**config.mk**
```make
export PLATFORM = sky130hd
export DESIGN_NAME = reg_writeback_flat
export DESIGN_NICKNAME = d
export VERILOG_FILES = /design/src/rtl/reg_writeback_pkg.sv /design/src/rtl/reg_writeback_if.sv /design/src/rtl/reg_writeback_fifo2.sv /design/src/rtl/reg_writeback.sv /design/src/flat_wrapper.sv
export SDC_FILE = /design/constraint.sdc
export NUM_CORES = 1
export LEC_CHECK = 0
export BUFFER_PORTS_ARGS = -buffer_cell sky130_fd_sc_hd__buf_2
export CAP_MARGIN = 20
export CELL_PAD_IN_SITES_DETAIL_PLACEMENT = 1
export CELL_PAD_IN_SITES_GLOBAL_PLACEMENT = 1
export CORE_MARGIN = 10
export CORE_UTILIZATION = 25
export CTS_CLUSTER_DIAMETER = 60
export DETAILED_ROUTE_END_ITERATION = 7
export GPL_TIMING_DRIVEN = 0
export PLACE_DENSITY = 0.52
export SYNTH_ARGS = -nofsm -noshare
export SYNTH_HDL_FRONTEND = slang
export SYNTH_HIERARCHICAL = 1
export SYNTH_SLANG_ARGS = --single-unit
```
**constraint.sdc**
```tcl
create_clock -name clk -period 2.7 [get_ports clk]
set_clock_uncertainty 0.05 [all_clocks]
set_input_delay 0.54 -clock clk [delete_from_list [all_inputs] [get_ports clk]]
set_output_delay 0.54 -clock clk [all_outputs]
set_load 0.03 [all_outputs]
```
**src/rtl/reg_writeback_pkg.sv**
```systemverilog
// Shared defaults and types for the register writeback block.
package reg_wb_pkg;

  localparam int ADDR_WIDTH_DEF = 5;
  localparam int WIDTH_DEF      = 32;
  localparam int DEPTH_DEF      = 16;

  typedef struct packed {
    logic [ADDR_WIDTH_DEF-1:0] rd;
    logic [WIDTH_DEF-1:0]      data;
  } wb_entry_t;

  typedef enum logic [1:0] {
    SRC_NONE = 2'd0,
    SRC_ALU  = 2'd1,
    SRC_LOAD = 2'd2
  } wb_src_e;

endpackage

```
**src/rtl/reg_writeback_if.sv**
```systemverilog
// Result, issue and register-file write signals of the writeback stage.
interface reg_writeback_if
  import reg_wb_pkg::*;
#(
  parameter int ADDR_WIDTH = ADDR_WIDTH_DEF,
  parameter int WIDTH      = WIDTH_DEF,
  parameter int DEPTH      = DEPTH_DEF
);

  logic                  alu_valid;
  logic                  alu_ready;
  logic [ADDR_WIDTH-1:0] alu_rd;
  logic [WIDTH-1:0]      alu_data;

  logic                  ld_valid;
  logic                  ld_ready;
  logic [ADDR_WIDTH-1:0] ld_rd;
  logic [WIDTH-1:0]      ld_data;

  logic                  issue_en;
  logic [ADDR_WIDTH-1:0] issue_rd;

  logic [DEPTH-1:0]      busy;
  logic                  reg_write_en;
  logic [ADDR_WIDTH-1:0] destination_reg;
  logic [WIDTH-1:0]      write_data;

  modport master (
    output alu_valid, alu_rd, alu_data,
    output ld_valid, ld_rd, ld_data,
    output issue_en, issue_rd,
    input  alu_ready, ld_ready,
    input  busy, reg_write_en, destination_reg, write_data
  );

  modport slave (
    input  alu_valid, alu_rd, alu_data,
    input  ld_valid, ld_rd, ld_data,
    input  issue_en, issue_rd,
    output alu_ready, ld_ready,
    output busy, reg_write_en, destination_reg, write_data
  );

endinterface

```
**src/rtl/reg_writeback_fifo2.sv**
```systemverilog
// Two-entry FIFO holding load results until they win the write port.
module wb_fifo2
  import reg_wb_pkg::*;
#(
  parameter type entry_t = wb_entry_t
) (
  input  logic       clk,
  input  logic       rst,
  input  logic       push,
  input  entry_t     push_data,
  input  logic       pop,
  output entry_t     head,
  output logic [1:0] count
);

  entry_t     mem_q [2];
  entry_t     mem_d [2];
  logic       wr_ptr_q, wr_ptr_d;
  logic       rd_ptr_q, rd_ptr_d;
  logic [1:0] count_q, count_d;
  logic       push_ok, pop_ok;

  always_comb begin
    push_ok  = push && (count_q != 2'd2);
    pop_ok   = pop && (count_q != 2'd0);
    mem_d    = mem_q;
    wr_ptr_d = wr_ptr_q;
    rd_ptr_d = rd_ptr_q;
    count_d  = count_q;
    if (push_ok) begin
      mem_d[wr_ptr_q] = push_data;
      wr_ptr_d        = ~wr_ptr_q;
    end
    if (pop_ok) begin
      rd_ptr_d = ~rd_ptr_q;
    end
    case ({push_ok, pop_ok})
      2'b10:   count_d = count_q + 2'd1;
      2'b01:   count_d = count_q - 2'd1;
      default: count_d = count_q;
    endcase
  end

  always_ff @(posedge clk or posedge rst) begin
    if (rst) begin
      mem_q[0] <= '0;
      mem_q[1] <= '0;
      wr_ptr_q <= 1'b0;
      rd_ptr_q <= 1'b0;
      count_q  <= '0;
    end else begin
      mem_q    <= mem_d;
      wr_ptr_q <= wr_ptr_d;
      rd_ptr_q <= rd_ptr_d;
      count_q  <= count_d;
    end
  end

  assign head  = mem_q[rd_ptr_q];
  assign count = count_q;

endmodule

```
**src/rtl/reg_writeback.sv**
```systemverilog
// Writeback arbiter: ALU results win the register-file port, loads queue in a
// 2-entry FIFO; also keeps the per-register pending-write scoreboard.
module reg_writeback
  import reg_wb_pkg::*;
#(
  parameter int ADDR_WIDTH = ADDR_WIDTH_DEF,
  parameter int WIDTH      = WIDTH_DEF,
  parameter int DEPTH      = DEPTH_DEF
) (
  input logic            clk,
  input logic            rst,
  reg_writeback_if.slave bus
);

  typedef struct packed {
    logic [ADDR_WIDTH-1:0] rd;
    logic [WIDTH-1:0]      data;
  } entry_t;

  entry_t           alu_entry, ld_entry, head, sel;
  wb_src_e          src;
  logic [1:0]       fifo_count;
  logic             alu_fire, ld_fire, pop;

  logic             reg_write_en_q, reg_write_en_d;
  logic [ADDR_WIDTH-1:0] destination_reg_q, destination_reg_d;
  logic [WIDTH-1:0] write_data_q, write_data_d;
  logic [DEPTH-1:0] busy_q, busy_d;
  logic [DEPTH-1:0] set_mask, clr_mask;

  function automatic logic rd_ok(input logic [ADDR_WIDTH-1:0] rd);
    return (rd != '0) && (32'(rd) < DEPTH);
  endfunction

  // A full FIFO blocks the ALU so the head is guaranteed to drain.
  assign bus.ld_ready  = (fifo_count < 2'd2);
  assign bus.alu_ready = (fifo_count != 2'd2);
  assign alu_fire      = bus.alu_valid && bus.alu_ready;
  assign ld_fire       = bus.ld_valid && bus.ld_ready;
  assign alu_entry     = '{rd: bus.alu_rd, data: bus.alu_data};
  assign ld_entry      = '{rd: bus.ld_rd, data: bus.ld_data};

  always_comb begin
    src = SRC_NONE;
    if (alu_fire) begin
      src = SRC_ALU;
    end else if (fifo_count != 2'd0) begin
      src = SRC_LOAD;
    end
  end

  assign pop = (src == SRC_LOAD);

  wb_fifo2 #(
    .entry_t(entry_t)
  ) u_fifo (
    .clk      (clk),
    .rst      (rst),
    .push     (ld_fire),
    .push_data(ld_entry),
    .pop      (pop),
    .head     (head),
    .count    (fifo_count)
  );

  always_comb begin
    sel = '0;
    case (src)
      SRC_ALU:  sel = alu_entry;
      SRC_LOAD: sel = head;
      default:  sel = '0;
    endcase
    reg_write_en_d    = (src != SRC_NONE) && rd_ok(sel.rd);
    destination_reg_d = reg_write_en_d ? sel.rd : destination_reg_q;
    write_data_d      = reg_write_en_d ? sel.data : write_data_q;
  end

  // Clear from the retiring write is applied before the new issue, so set wins.
  always_comb begin
    set_mask = '0;
    clr_mask = '0;
    if (bus.issue_en && rd_ok(bus.issue_rd)) begin
      set_mask = DEPTH'(1) << bus.issue_rd;
    end
    if (reg_write_en_q) begin
      clr_mask = DEPTH'(1) << destination_reg_q;
    end
    busy_d    = (busy_q & ~clr_mask) | set_mask;
    busy_d[0] = 1'b0;
  end

  always_ff @(posedge clk or posedge rst) begin
    if (rst) begin
      reg_write_en_q    <= 1'b0;
      destination_reg_q <= '0;
      write_data_q      <= '0;
      busy_q            <= '0;
    end else begin
      reg_write_en_q    <= reg_write_en_d;
      destination_reg_q <= destination_reg_d;
      write_data_q      <= write_data_d;
      busy_q            <= busy_d;
    end
  end

  assign bus.reg_write_en    = reg_write_en_q;
  assign bus.destination_reg = destination_reg_q;
  assign bus.write_data      = write_data_q;
  assign bus.busy            = busy_q;

endmodule

```
**src/flat_wrapper.sv**
```systemverilog
// flat-port wrapper written by rule: the top's interface ports become plain ports
module reg_writeback_flat import reg_wb_pkg::*;
#(
  parameter int ADDR_WIDTH = ADDR_WIDTH_DEF,
  parameter int WIDTH      = WIDTH_DEF,
  parameter int DEPTH      = DEPTH_DEF
)
  (clk, rst, bus_alu_valid, bus_alu_rd, bus_alu_data, bus_ld_valid, bus_ld_rd, bus_ld_data, bus_issue_en, bus_issue_rd, bus_alu_ready, bus_ld_ready, bus_busy, bus_reg_write_en, bus_destination_reg, bus_write_data);
  reg_writeback_if #(.ADDR_WIDTH(ADDR_WIDTH), .WIDTH(WIDTH), .DEPTH(DEPTH)) bus_i ();
  input logic clk;
  input logic rst;
  input wire logic [$bits(bus_i.alu_valid)-1:0] bus_alu_valid;
  input wire logic [$bits(bus_i.alu_rd)-1:0] bus_alu_rd;
  input wire logic [$bits(bus_i.alu_data)-1:0] bus_alu_data;
  input wire logic [$bits(bus_i.ld_valid)-1:0] bus_ld_valid;
  input wire logic [$bits(bus_i.ld_rd)-1:0] bus_ld_rd;
  input wire logic [$bits(bus_i.ld_data)-1:0] bus_ld_data;
  input wire logic [$bits(bus_i.issue_en)-1:0] bus_issue_en;
  input wire logic [$bits(bus_i.issue_rd)-1:0] bus_issue_rd;
  output wire logic [$bits(bus_i.alu_ready)-1:0] bus_alu_ready;
  output wire logic [$bits(bus_i.ld_ready)-1:0] bus_ld_ready;
  output wire logic [$bits(bus_i.busy)-1:0] bus_busy;
  output wire logic [$bits(bus_i.reg_write_en)-1:0] bus_reg_write_en;
  output wire logic [$bits(bus_i.destination_reg)-1:0] bus_destination_reg;
  output wire logic [$bits(bus_i.write_data)-1:0] bus_write_data;
  assign bus_i.alu_valid = bus_alu_valid;
  assign bus_i.alu_rd = bus_alu_rd;
  assign bus_i.alu_data = bus_alu_data;
  assign bus_i.ld_valid = bus_ld_valid;
  assign bus_i.ld_rd = bus_ld_rd;
  assign bus_i.ld_data = bus_ld_data;
  assign bus_i.issue_en = bus_issue_en;
  assign bus_i.issue_rd = bus_issue_rd;
  assign bus_alu_ready = bus_i.alu_ready;
  assign bus_ld_ready = bus_i.ld_ready;
  assign bus_busy = bus_i.busy;
  assign bus_reg_write_en = bus_i.reg_write_en;
  assign bus_destination_reg = bus_i.destination_reg;
  assign bus_write_data = bus_i.write_data;
  reg_writeback #(.ADDR_WIDTH(ADDR_WIDTH), .WIDTH(WIDTH), .DEPTH(DEPTH)) u_core (.clk(clk), .rst(rst), .bus(bus_i));
endmodule
```
* After elaboration in Yosys (flattened, before gate mapping)
Index checks and enable logic that the tools add are counted.
** Word-level totals
- Flip-flop bits (word level) :: 131
- Bits of input ports :: 84
- Output and inout port bits :: 56
- Word-level logic and storage cells :: 59
** Operators by class
- Add/subtract/negate cells :: 2
- $lt $le $gt $ge :: 6
- Equal/unequal tests :: 5
- Shift operators :: 2
- Multiplexer cells :: 12
- Bitwise logic cells :: 7
- Reduce and logical (&&, ||, !) cells :: 14
** Operator list (count)
- $mux 37 :: 4
- $bwmux 74 :: 1
- $pmux 37 s2 :: 1
- $demux 37 s1 :: 1
- $mux 16 :: 2
- $shl 1x5->16 const A :: 2
- $and 16x16->16 :: 1
- $not 16->16 :: 1
- $or 16x16->16 :: 1
- $lt 5x5->1 const B :: 2
- $reduce_bool 5->1 :: 2
- $logic_and 1x1->1 :: 9
- $reduce_bool 2->1 :: 3
- $eq 2x1->1 const B :: 2
- $eq 2x2->1 const B :: 2
- $ge 2x2->1 const B :: 2
- $mux 2 :: 2
- $not 1->2 :: 2
- $pmux 2 s2 :: 1
- $add 2x1->2 const B :: 1
- $lt 2x1->1 const B :: 1
- $lt 2x2->1 const B :: 1
- $ne 2x2->1 const B :: 1
- $not 1->1 :: 2
- $sub 2x1->2 const B :: 1

* Depth between registers and ports, before layout
Gate-level depths: netlist (run 1).
- Depth after elaboration :: 8
- Depth in mapped cells :: 10
- Gate-level depth less buffers :: 8

* Hierarchy
The synthesis (run 1) kept the hierarchy.
** Modules (own cells, without submodules)
- wb_fifo2 :: times used 1, cells each 214, area each 3704.8 um^2, seq. area each 1951.9 um^2
- reg_writeback :: times used 1, cells each 223, area each 2596.2 um^2, seq. area each 1326.3 um^2

* Worst setup path before layout (run 1)
No wires, ideal clock.
- Path kind :: flip-flop to flip-flop
- Start point :: register u_core.u_fifo.rd_ptr_q
- End point :: register u_core.write_data_q[25], in the netlist u_core/bus.write_data[25]
- Setup time :: 0.127 ns
- Data arrival time :: 2.265 ns
- Data required time :: 2.523 ns
- Slack :: 0.258 ns
- Cell stages (with the launch flop) :: 7
- Path buffers :: 2
- Clock period less this slack :: 2.442 ns
- Cell sequence :: dfrtp_1 clkbuf_1 mux2_2 or4_4 o2bb2ai_4 buf_6 mux2_1
** RTL lines
- start, declared :: RTL line reg_writeback_fifo2.sv:19 : logic rd_ptr_q, rd_ptr_d;
- start signal, assigned :: RTL line reg_writeback_fifo2.sv:54 : rd_ptr_q <= rd_ptr_d;
- end signal, assigned :: RTL line reg_writeback.sv:101 : write_data_q <= write_data_d;
- end, declared :: RTL line reg_writeback.sv:27 : logic [WIDTH-1:0] write_data_q, write_data_d;

==> key figures, run 1 <==
Route
  – Drt pass-1 iters: 4
  – Vias per cell: 4.50
  – Drt drc: 0
  – WL/cell: 20.8 um
  – Routed Antenna Nets: 0
  – Wirelength, routed: 19500 um
  – Drt initial violations: 160
  – Vias: 4233

Logic synthesis
  – Netlist cell types: 45
  – Ys flop type: dfrtp_1
  – Cell area after synthesis: 6300 um2
  – #FFs+latches synth: 131
  – Ys async rst share: 100%
  – Sequential share of the synthesized area: 52.0%
  – Syn_nets: 522
  – Gate Count Post-Synth: 437
  – Post-synth EDFFs: 0
  – Syn Area/Cell: 14.4 um2
  – Synth warn: 6

GRT
  – Initial antenna violation count: 2
  – Met2 Use GR: 21.2%
  – Largest net degree at the start of global routing: 59
  – Vias in the first global route: 5021
  – GRT met3 Usage: 3.66%
  – Grt peak-use layer: met2
  – GRT met1 Usage: 15.2%
  – First-pass GRT wire length: 30200 um
  – GRT Resource Usage Total: 12.5%
  – GRT overflow: 0

Setup path
  – CP top delay family: multiplexers
  – CP bufs+invs: 2
  – Critical path class: reg2reg
  – Crit-path cells: buf_2, mux2_2, or4_4, o2bb2ai_4, buf_6, mux2_1
  – Worst-path fanout max: 10
  – Crit path largest cell delay: 0.56 ns
  – CP max stage cell: or4_4
  – Arrival @ worst endpoint: 2.85 ns
  – CP endpoint kind: flop
  – Worst path required time: 2.94 ns
  – Worst Setup Start Kind: flop

CTS
  – CTS buffer count: 17
  – Worst-skew pair later-pin latency: 0.41 ns
  – Post-CTS Setup Inserts: 0
  – # H-tree levels: 4
  – Clk root buf: clkbuf_16
  – Clock sink count: 131
  – CTS Buffer Depth: 2
  – CTS Hold Bufs: 0
  – CTS tree: done
  – Clock Pin Slew Worst Setup and Hold Paths: 0.06 ns

Finish
  – Largest Register: u_core/u_fifo/mem_q
  – Register Area: 3280 um2
  – Max FFs per register: 74
  – Area Growth Syn to Fin: 27.7%
  – Commonest non-fill, non-tap cell in the layout: buf_2
  – Layout cell share with drive strength beyond 1: 56.0%
  – Commonest non-fill, non-tap cells in the layout: buf_2 (145), dfrtp_1 (131), mux2_2 (76)
  – Fillers: 2709
  – Final net count: 681
  – Multi-input combinational cell area: 2760 um2

Die
  – Core Region: 25000 um2
  – Rows: 58
  – I/O pin cnt: 140
  – Initial Utilization: 25.2%
  – Die H: 179 um
  – Die Wd: 179 um
  – Total die area: 32000 um2

STA
  – Fin crit share: 96.6%
  – Hold slack: 0.0591 ns
  – Rel. slew slack: 48.9%
  – Fmax: 0.384 GHz
  – Final Hold Fails: 0
  – Period minus WS final: 2.61 ns
  – Final setup viols: 0
  – RSZ-0062 raised after global routing: no
  – Slew @ Worst Pin: 0.763 ns
  – Pins Over Slew Limit: 0
  – Final WS setup: 0.0927 ns
  – Setup tns final: 0 ns

Power and ir drop
  – Power Density: 1410 nW/um2
  – Static Leak: 0.00375 uW
  – Final Power: 11300 uW
  – Max VDD drop: 0.492 mV

Status
  – Status: completed

Placed design
  – Post-DP HPWL: 14300 um
  – Dpl ws: -0.320 ns
  – Routability cong.: 0.760
  – Port Buffers: 138

Run
  – MaxCap Viol Count: 0

Min path
  – Worst hold path type: in2async
[cell families after synthesis]
family	synth area share, %
compound gates	9.17
xor+xnor	0.695
fa+ha+maj	0.199
buf+inv	4.23
flops	52.0
mux	29.3
other cells	0.0595
simple gates	4.31
[where the power goes]
part,internal [uW],leakage [uW],total (uW),switching (uW)
Combinational,2690,0.00190,5490,2790
Clock,1410,0.000285,2330,922
Sequential,2960,0.00157,3530,565
Total,7060,0.00375,11300,4280
[timing repair]
| item | CTS | global route |
|---|---|---|
| hold endpoints to repair | 0 | 0 |
| setup endpoints to repair | 35 | 4 |
| gates resized for setup | 2 | 1 |
[layer usage]
metal / wire (um) / vias up
li1: - / 1926
met1: 8600 / 2209
met2: 9820 / 81
met3: 923 / 17
met4: 186 / 0
met5: 0 / -
[final timing paths]
| check | start | endpoint | slack, ns | depth (start not counted) |
|---|---|---|---|---|
| max | u_core/u_fifo/rd_ptr_q$_DFFE_PP0P_ | u_core/bus.write_data[18]$_DFFE_PP0P_ | 0.09 | 6 |
| min | rst | u_core/u_fifo/mem_q[52]$_DFFE_PP0P_ | 0.06 | 2 |
| max reg2reg | u_core/u_fifo/rd_ptr_q$_DFFE_PP0P_ | u_core/bus.write_data[18]$_DFFE_PP0P_ | 0.09 | 6 |
| min reg2reg | u_core/bus.write_data[13]$_DFFE_PP0P_ | u_core/bus.write_data[13]$_DFFE_PP0P_ | 0.43 | 1 |
| max in group asynchronous | rst | u_core/bus.write_data[24]$_DFFE_PP0P_ | 1.84 | 3 |
| min in group clk | bus_ld_data[3] | u_core/u_fifo/mem_q[40]$_DFFE_PP0P_ | 0.32 | 2 |
[cell usage after synthesis (2+ instances only)]
master,instances,area share (%)
buf_2,5,0.40
a22o_1,32,4.4
nor2_1,7,0.42
mux2_2,76,14
o2bb2ai_1,3,0.42
o21ai_0,30,2.4
dfrtp_1,131,52
o22ai_1,4,0.40
mux2_4,63,15
clkbuf_1,5,0.30
buf_6,4,0.71
xor2_1,2,0.28
nand2b_1,6,0.60
nand4b_1,2,0.28
a22oi_1,4,0.48
a21oi_1,3,0.24
mux2_1,4,0.71
nor3_1,10,0.79
inv_1,6,0.36
xnor2_1,3,0.42
nand2_1,7,0.42
buf_12,7,2.2
[through the flow]
| step | cells | cell area (um2) | util [%] |
|---|---|---|---|
| after CTS | 939 | 8040 | 32.2 |
| after detailed placement | 907 | 7450 | 29.9 |
| after floorplan | 437 | 6300 | - |
| final | 941 | 8050 | 32.2 |
| after global routing | 940 | 8050 | 32.2 |
| after global placement | 905 | 7400 | 29.7 |
[area by class of cell]
| type | instances | area share (%) |
|---|---|---|
| Antenna cell | 2 | 0.0622 |
| Buffer | 23 | 3.02 |
| Clock buffer | 19 | 5.63 |
| Clock inverter | 13 | 1.66 |
| Inverter | 7 | 0.358 |
| Multi-Input combinational cell | 276 | 34.2 |
| Sequential cell | 131 | 40.7 |
| Tap cell | 330 | 5.13 |
| Timing Repair Buffer | 140 | 9.17 |
(Power assumes the default switching activity.)
==> run 2: changes to the inputs <==
Settings changed: ABC_AREA set to 1, PLACE_DENSITY 0.52 to 0.57.
==> run 2 against run 1 <==
Flip-flop and latch count stayed put. Worst hold slack better by 0.042 ns. Fmax is 10% higher. Critical endpoint is now bus_alu_ready.
==> key figures, run 2 <==
Status
  – Status: completed

Finish
  – Register Area: 3280 um2 (unchanged)
  – Commonest non-fill, non-tap cell in the layout: nand2_1
  – Commonest non-fill, non-tap cells in the layout: nand2_1 (430), buf_2 (169), dfrtp_1 (131)
  – Max FFs per register: 74 (unchanged)
  – ANT cells: 0 (-2)
  – Multi-input combinational cell area: 2860 um2 (+3.6%)
  – Fin util: 32.0% (-0.22 points)
  – Final net count: 1108 (+63%)
  – Largest Register: u_core/u_fifo/mem_q
  – Layout cell share with drive strength beyond 1: 22.5% (-34 points)
  – Post-route cell area: 8340 um2 (+3.7%)
  – Fillers: 3191 (+18%)
  – Area Growth Syn to Fin: 26.4%

CTS
  – CTS tree: done
  – Clk root buf: clkbuf_16
  – Clock sink count: 131 (unchanged)
  – # H-tree levels: 4 (unchanged)
  – CTS buffer count: 17 (unchanged)
  – Clock Pin Slew Worst Setup and Hold Paths: 0.06 ns (about the same)
  – CTS Hold Bufs: 0 (unchanged)
  – CTS resizes: 0 (-2)
  – Post-CTS Setup Inserts: 0 (unchanged)
  – Worst-skew pair later-pin latency: 0.42 ns (about the same)
  – CTS Buffer Depth: 2 (unchanged)

Die
  – Die Wd: 183 um (+2.1%)
  – Rows: 59 (+1.7%)
  – Die H: 183 um (+2.1%)
  – Initial Utilization: 25.3% (+0.097 points)
  – Core Region: 26100 um2 (+4.4%)
  – Total die area: 33300 um2 (+4.2%)
  – I/O pin cnt: 140 (unchanged)

Power and ir drop
  – Power Density: 1330 nW/um2 (-5.4%)
  – Internal power: 5880 uW (-17%)
  – Static Leak: 0.00455 uW (+21%)
  – Clock share of power: 20.8% (+0.3 points)
  – Register share of total power: 30.4% (-0.7 points)
  – Switch share: 47.2% (+9.5 points)
  – Logic pwr share: 48.8% (+0.4 points)
  – Sw Pwr: 5250 uW (+23%)
  – Max VDD drop: 0.511 mV (+4.0%)

Logic synthesis
  – Most numerous cell in the Yosys netlist: nand2_1
  – Post-synthesis compound-gate area fraction: 2.37% (-6.8 points)
  – Cell area after synthesis: 6600 um2 (+4.8%)
  – #FFs+latches synth: 131 (unchanged)
  – Yosys top cell area share: 49.6% (-2.4 points)
  – Synth warn: 6 (unchanged)
  – Post-synth EDFFs: 0 (unchanged)
  – Synth Area in XOR/XNOR: 0.133% (-0.56 points)
  – Area contributors post-synth: dfrtp_1 (50%), nand2_1 (24%), nand4_1 (7.2%)
  – Netlist cell types: 24 (-47%)
  – Post-Synth Simple-Gate Area: 40.5% (+36 points)
  – Gate Count Post-Synth: 865 (+98%)
  – Sequential share of the synthesized area: 49.6% (-2.4 points)
  – Ys async rst share: 100% (unchanged)
  – Synth cell count leaders: nand2_1 (430), dfrtp_1 (131), nand3_1 (93)
  – Post-synthesis share of cell area spent on full adders, half adders and majority gates: 0.190% (-0.0091 points)
  – Cell type with the largest total area after synthesis: dfrtp_1
  – Largest family of logic cells by synthesized area: simple AND/OR/NAND/NOR gates
  – Syn_nets: 950 (+82%)
  – Syn Area/Cell: 7.63 um2 (-47%)
  – Ys flop type: dfrtp_1
  – Multiplexer share of the synthesized area: 0% (-29 points)

STA
  – Fmax: 0.422 GHz (+10%)
  – Slew @ Worst Pin: 0.678 ns (-0.0850 ns)
  – Fin crit share: 87.8% (-8.8 points)
  – Final Hold Fails: 0 (unchanged)
  – Rel. slew slack: 54.8% (+5.9 points)
  – Final setup viols: 0 (unchanged)
  – RSZ-0062 raised after global routing: no
  – Pins Over Slew Limit: 0 (unchanged)
  – Period minus WS final: 2.37 ns (-0.237 ns)

Route
  – Drt initial violations: 347 (+120%)
  – Drt pass-1 iters: 4 (unchanged)
  – Wirelength, routed: 25100 um (+28%)
  – Vias: 6296 (+49%)
  – Vias per cell: 4.59 (+2.1%)
  – Drt drc: 0 (unchanged)
  – WL/cell: 18.3 um (-12%)
  – Routed Antenna Nets: 0 (unchanged)

GRT
  – First-pass GRT wire length: 39500 um (+31%)
  – Vias in the first global route: 6880 (+37%)
  – GRT overflow: 0 (unchanged)
  – GRT Resource Usage Total: 15.2% (+2.7 points)
  – Largest net degree at the start of global routing: 48 (-19%)
  – Initial antenna violation count: 0 (-2)

Setup path
  – R2r startpoint: u_core/u_fifo/rd_ptr_q$_DFFE_PP0P_
  – Reg2Reg Capture Point: u_core/bus.write_data[20]$_DFFE_PP0P_
  – Worst path required time: 2.11 ns (-0.83 ns)
  – Critical path class: reg2out
  – Reg2reg setup slack: 0.56 ns (+0.47 ns)
  – Worst-path fanout max: 10 (unchanged)
  – Worst Setup Start Kind: flop
  – Arrival @ worst endpoint: 1.78 ns (-1.07 ns)
  – R2R depth: 13 (+7)
  – CP endpoint kind: output port

Placed design
  – Routability cong.: 0.811 (+6.6%)
  – Port Buffers: 137 (-0.72%)
  – Post-DP HPWL: 19600 um (+37%)
  – Placed Area: 7760 um2 (+4.1%)

Min path
  – Worst hold path type: in2async

Run
  – MaxCap Viol Count: 0 (unchanged)
-- run 2: final cells by class --
class / count / share of cell area [%]
Sequential cell: 131 / 39.3
Multi-Input combinational cell: 646 / 34.2
Timing Repair Buffer: 139 / 8.79
Clock buffer: 19 / 5.43
Tap cell: 335 / 5.02
Buffer: 64 / 4.53
Clock inverter: 13 / 1.60
Inverter: 24 / 1.11
-- run 2: how the worst max path moves through the flow --
stage                                             to                                from
4_1_cts                                bus_alu_ready  u_core/u_fifo/count[1]$_DFFE_PP0P_
5_1_grt                                bus_alu_ready  u_core/u_fifo/count[1]$_DFFE_PP0P_
3_3_place_gp     u_core/u_fifo/mem_q[62]$_DFFE_PP0P_                                 rst
6_report                               bus_alu_ready  u_core/u_fifo/count[1]$_DFFE_PP0P_
3_5_place_dp   u_core/bus.write_data[20]$_DFFE_PP0P_  u_core/u_fifo/rd_ptr_q$_DFFE_PP0P_
2_1_floorplan     u_core/u_fifo/count[0]$_DFFE_PP0P_                                 rst
-- run 2: metrics by stage --
stage,hold slack [ns],worst slack (ns),std cells,power (uW),TNS (ns)
global route,0.132,0.181,1371,12100,0
finish,0.101,0.329,1371,11100,0
detailed placement,0.408,0.517,1339,8940,0
global placement,0.402,-1.17,1337,8810,-92.44
CTS,0.105,0.279,1371,11300,0
floorplan,0.392,0.115,865,7030,0
-- run 2: cells by family after synthesis --
| logic type | count (synthesis) |
|---|---|
| AND/OR/NAND/NOR | 618 |
| flip-flops | 131 |
| buffers and inverters | 88 |
| AO/OA/AOI/OAI | 25 |
| XOR/XNOR | 1 |
| adder cells (fa/ha/maj) | 1 |
| other | 1 |
-- run 2: critical path, cell delays in order, from the launching register on --
cell      delay, ns
dfrtp_1        0.47
nand2_1        0.14
buf_6          0.14
clkbuf_1       0.33
buf_2          0.28
-- run 2: power by group through the flow --
| stage | registers (uW) | clock network, uW | logic (uW) |
|---|---|---|---|
| after floorplan | 3910 | 0 | 3120 |
| after global placement | 3390 | 0 | 5420 |
| after detailed placement | 3420 | 0 | 5520 |
| after CTS | 3390 | 2380 | 5530 |
| after global routing | 3500 | 2480 | 6130 |
| final | 3380 | 2310 | 5430 |
-- run 2: per-layer routing --
layer	GRT usage (%)	vias to the layer above	part of all wire, %
met3	3.11	16	4.3
met1	19.2	3004	46
met5	0	-	0
met4	3.74	0	1.1
li1	-	3145	-
met2	25.9	131	49
==> run 3: changes to the inputs <==
Settings changed: PLACE_DENSITY 0.57 to unset, PLACE_DENSITY_LB_ADDON set to 0.1.
==> run 3 against run 2 <==
Worst hold slack got worse by 0.047 ns. Count of clock-buffer cells in the layout unchanged. Register-to-register slack got worse by 0.07 ns. First-iteration DRC count decreased by 7.2%. Core utilization about the same. Critical path depth increased by 1. Wire length increased by 0.75%. Design area about the same. Die area unchanged. Via count decreased by 1.8%. Non-clock buffer count unchanged. Sequential power about the same. Largest power group unchanged. Highest routed layer is now met5.
==> key figures, run 3 (synthesis gave the netlist of run 2 again) <==
Die
  – Rows: 59 (unchanged)
  – Die H: 183 um (unchanged)
  – Initial Utilization: 25.3% (unchanged)
  – Core Region: 26100 um2 (unchanged)
  – Total die area: 33300 um2 (unchanged)
  – Die Wd: 183 um (unchanged)
  – I/O pin cnt: 140 (unchanged)

Finish
  – ANT cells: 0 (unchanged)
  – Post-route cell area: 8350 um2 (about the same)
  – Commonest non-fill, non-tap cells in the layout: nand2_1 (430), buf_2 (169), dfrtp_1 (131)
  – Multi-input combinational cell area: 2860 um2 (unchanged)
  – Fin util: 32.0% (about the same)
  – Commonest non-fill, non-tap cell in the layout: nand2_1
  – Register Area: 3280 um2 (unchanged)
  – Area Growth Syn to Fin: 26.5% (about the same)
  – Largest Register: u_core/u_fifo/mem_q
  – Max FFs per register: 74 (unchanged)
  – Fillers: 3212 (+0.66%)
  – Final net count: 1108 (unchanged)
  – Layout cell share with drive strength beyond 1: 22.3% (-0.19 points)

Setup path
  – CP startpoint: u_core/u_fifo/count[0]$_DFFE_PP0P_
  – Worst-path fanout max: 10 (unchanged)
  – Critical path endpoint: bus_alu_ready
  – R2r startpoint: u_core/u_fifo/rd_ptr_q$_DFFE_PP0P_
  – Critical path class: reg2out
  – R2R depth: 13 (unchanged)
  – Reg2reg setup slack: 0.49 ns (-0.07 ns)
  – Reg2Reg Capture Point: u_core/bus.write_data[24]$_DFFE_PP0P_
  – CP endpoint kind: output port
  – Worst Setup Start Kind: flop
  – Worst path required time: 2.11 ns (about the same)
  – Arrival @ worst endpoint: 1.79 ns (about the same)

GRT
  – Largest net degree at the start of global routing: 58 (+21%)
  – GRT overflow: 0 (unchanged)
  – GRT Resource Usage Total: 15.2% (-0.047 points)
  – Initial antenna violation count: 1 (+1)
  – First-pass GRT wire length: 39300 um (-0.54%)
  – Vias in the first global route: 6698 (-2.6%)

Route
  – Routed Antenna Nets: 0 (unchanged)
  – Drt pass-1 iters: 4 (unchanged)
  – Drt drc: 0 (unchanged)
  – Drt initial violations: 322 (-7.2%)
  – Vias: 6183 (-1.8%)
  – Vias per cell: 4.51 (-1.8%)
  – WL/cell: 18.4 um (+0.75%)
  – Wirelength, routed: 25300 um (+0.75%)

STA
  – RSZ-0062 raised after global routing: no
  – Slew @ Worst Pin: 0.682 ns (+0.00410 ns)
  – Setup tns final: 0 ns (unchanged)
  – Pins Over Slew Limit: 0 (unchanged)
  – Final setup viols: 0 (unchanged)
  – Hold slack: 0.0547 ns (-0.0468 ns)
  – Fin crit share: 88.1% (+0.26 points)
  – Final WS setup: 0.322 ns (-0.00707 ns)
  – Final Hold Fails: 0 (unchanged)
  – Period minus WS final: 2.38 ns (+0.00707 ns)
  – Rel. slew slack: 54.5% (-0.27 points)
  – Fmax: 0.421 GHz (-0.30%)

CTS
  – Clk root buf: clkbuf_16
  – CTS Buffer Depth: 2 (unchanged)
  – Post-CTS Setup Inserts: 0 (unchanged)
  – CTS tree: done
  – Clock Pin Slew Worst Setup and Hold Paths: 0.06 ns (about the same)
  – Clock sink count: 131 (unchanged)
  – CTS Hold Bufs: 0 (unchanged)
  – # H-tree levels: 4 (unchanged)
  – CTS buffer count: 17 (unchanged)
  – Worst-skew pair later-pin latency: 0.42 ns (about the same)
  – CTS resizes: 0 (unchanged)

Placed design
  – Routability cong.: 0.769 (-5.1%)
  – Port Buffers: 137 (unchanged)
  – Dpl ws: 0.465 ns (-0.0516 ns)
  – Post-DP HPWL: 19400 um (-1.1%)
  – Placed Area: 7760 um2 (unchanged)

Status
  – Status: completed

Power and ir drop
  – Switch share: 47.1% (-0.070 points)
  – Clock share of power: 21.2% (+0.4 points)
  – Logic pwr share: 48.8% (about the same)
  – Static Leak: 0.00455 uW (about the same)
  – Power Density: 1340 nW/um2 (+0.62%)
  – Sw Pwr: 5280 uW (+0.55%)
  – Internal power: 5930 uW (+0.83%)
  – Register share of total power: 30.0% (-0.4 points)
  – Max VDD drop: 0.458 mV (-10%)

Run
  – MaxCap Viol Count: 0 (unchanged)

Min path
  – Worst hold path type: in2async
-- run 3: cell count changes in the layout (fill, tap and decap cells not counted) --
cell / before / now
clkinv_4: 2 / 3
clkinv_2: 5 / 4
clkinvlp_4: 3 / 2
clkbuf_8: 2 / 0
clkbuf_1: 14 / 16
bufinv_16: 2 / 3
-- run 3: metrics by stage --
step / cells / power, uW
final: 1371 / 11200
after global routing: 1371 / 12200
after CTS: 1371 / 11400
after detailed placement: 1339 / 8950
after global placement: 1337 / 8860
after floorplan: 865 / 7030
-- run 3: worst min path at each step --
stage / startpoint / endpoint / slack (ns) / depth (start not counted)
final: rst / u_core/u_fifo/mem_q[17]$_DFFE_PP0P_ / 0.05 / 2
after global routing: rst / u_core/u_fifo/mem_q[17]$_DFFE_PP0P_ / 0.06 / 2
after CTS: rst / u_core/u_fifo/mem_q[17]$_DFFE_PP0P_ / 0.05 / 2
after detailed placement: u_core/bus.write_data[20]$_DFFE_PP0P_ / u_core/bus.write_data[20]$_DFFE_PP0P_ / 0.40 / 2
after global placement: u_core/bus.write_data[11]$_DFFE_PP0P_ / u_core/bus.write_data[11]$_DFFE_PP0P_ / 0.40 / 2
after floorplan: u_core/u_fifo/mem_q[10]$_DFFE_PP0P_ / u_core/u_fifo/mem_q[10]$_DFFE_PP0P_ / 0.39 / 2
-- run 3: final cells by class --
type,count,area share [%]
sequential,131,39.3
multi-input combinational,646,34.2
timing repair buffer,139,8.78
clock buffer,19,5.18
tap,335,5.02
buffer,64,4.53
clock inverter,13,1.92
inverter,24,1.11
-- run 3: power groups by stage --
stage,clock network (uW),logic (uW),registers (uW)
2_1_floorplan,0,3120,3910
3_3_place_gp,0,5480,3380
3_5_place_dp,0,5550,3400
4_1_cts,2450,5560,3370
5_1_grt,2540,6160,3470
6_report,2370,5460,3370
-- run 3: per-layer routing --
layer | share of wire, % | global-route usage (%) | up-vias
li1 | - | - | 3137
met1 | 49 | 20.5 | 2916
met2 | 46 | 23.9 | 120
met3 | 4.3 | 3.13 | 8
met4 | 0.57 | 4.10 | 2
met5 | 0.028 | 0 | -
-- run 3: worst max-delay path, cell delays in order, from the launching register on --
cell      delay [ns]
dfrtp_1         0.45
inv_2           0.06
nand2_1         0.09
buf_6           0.15
clkbuf_1        0.34
buf_2           0.28
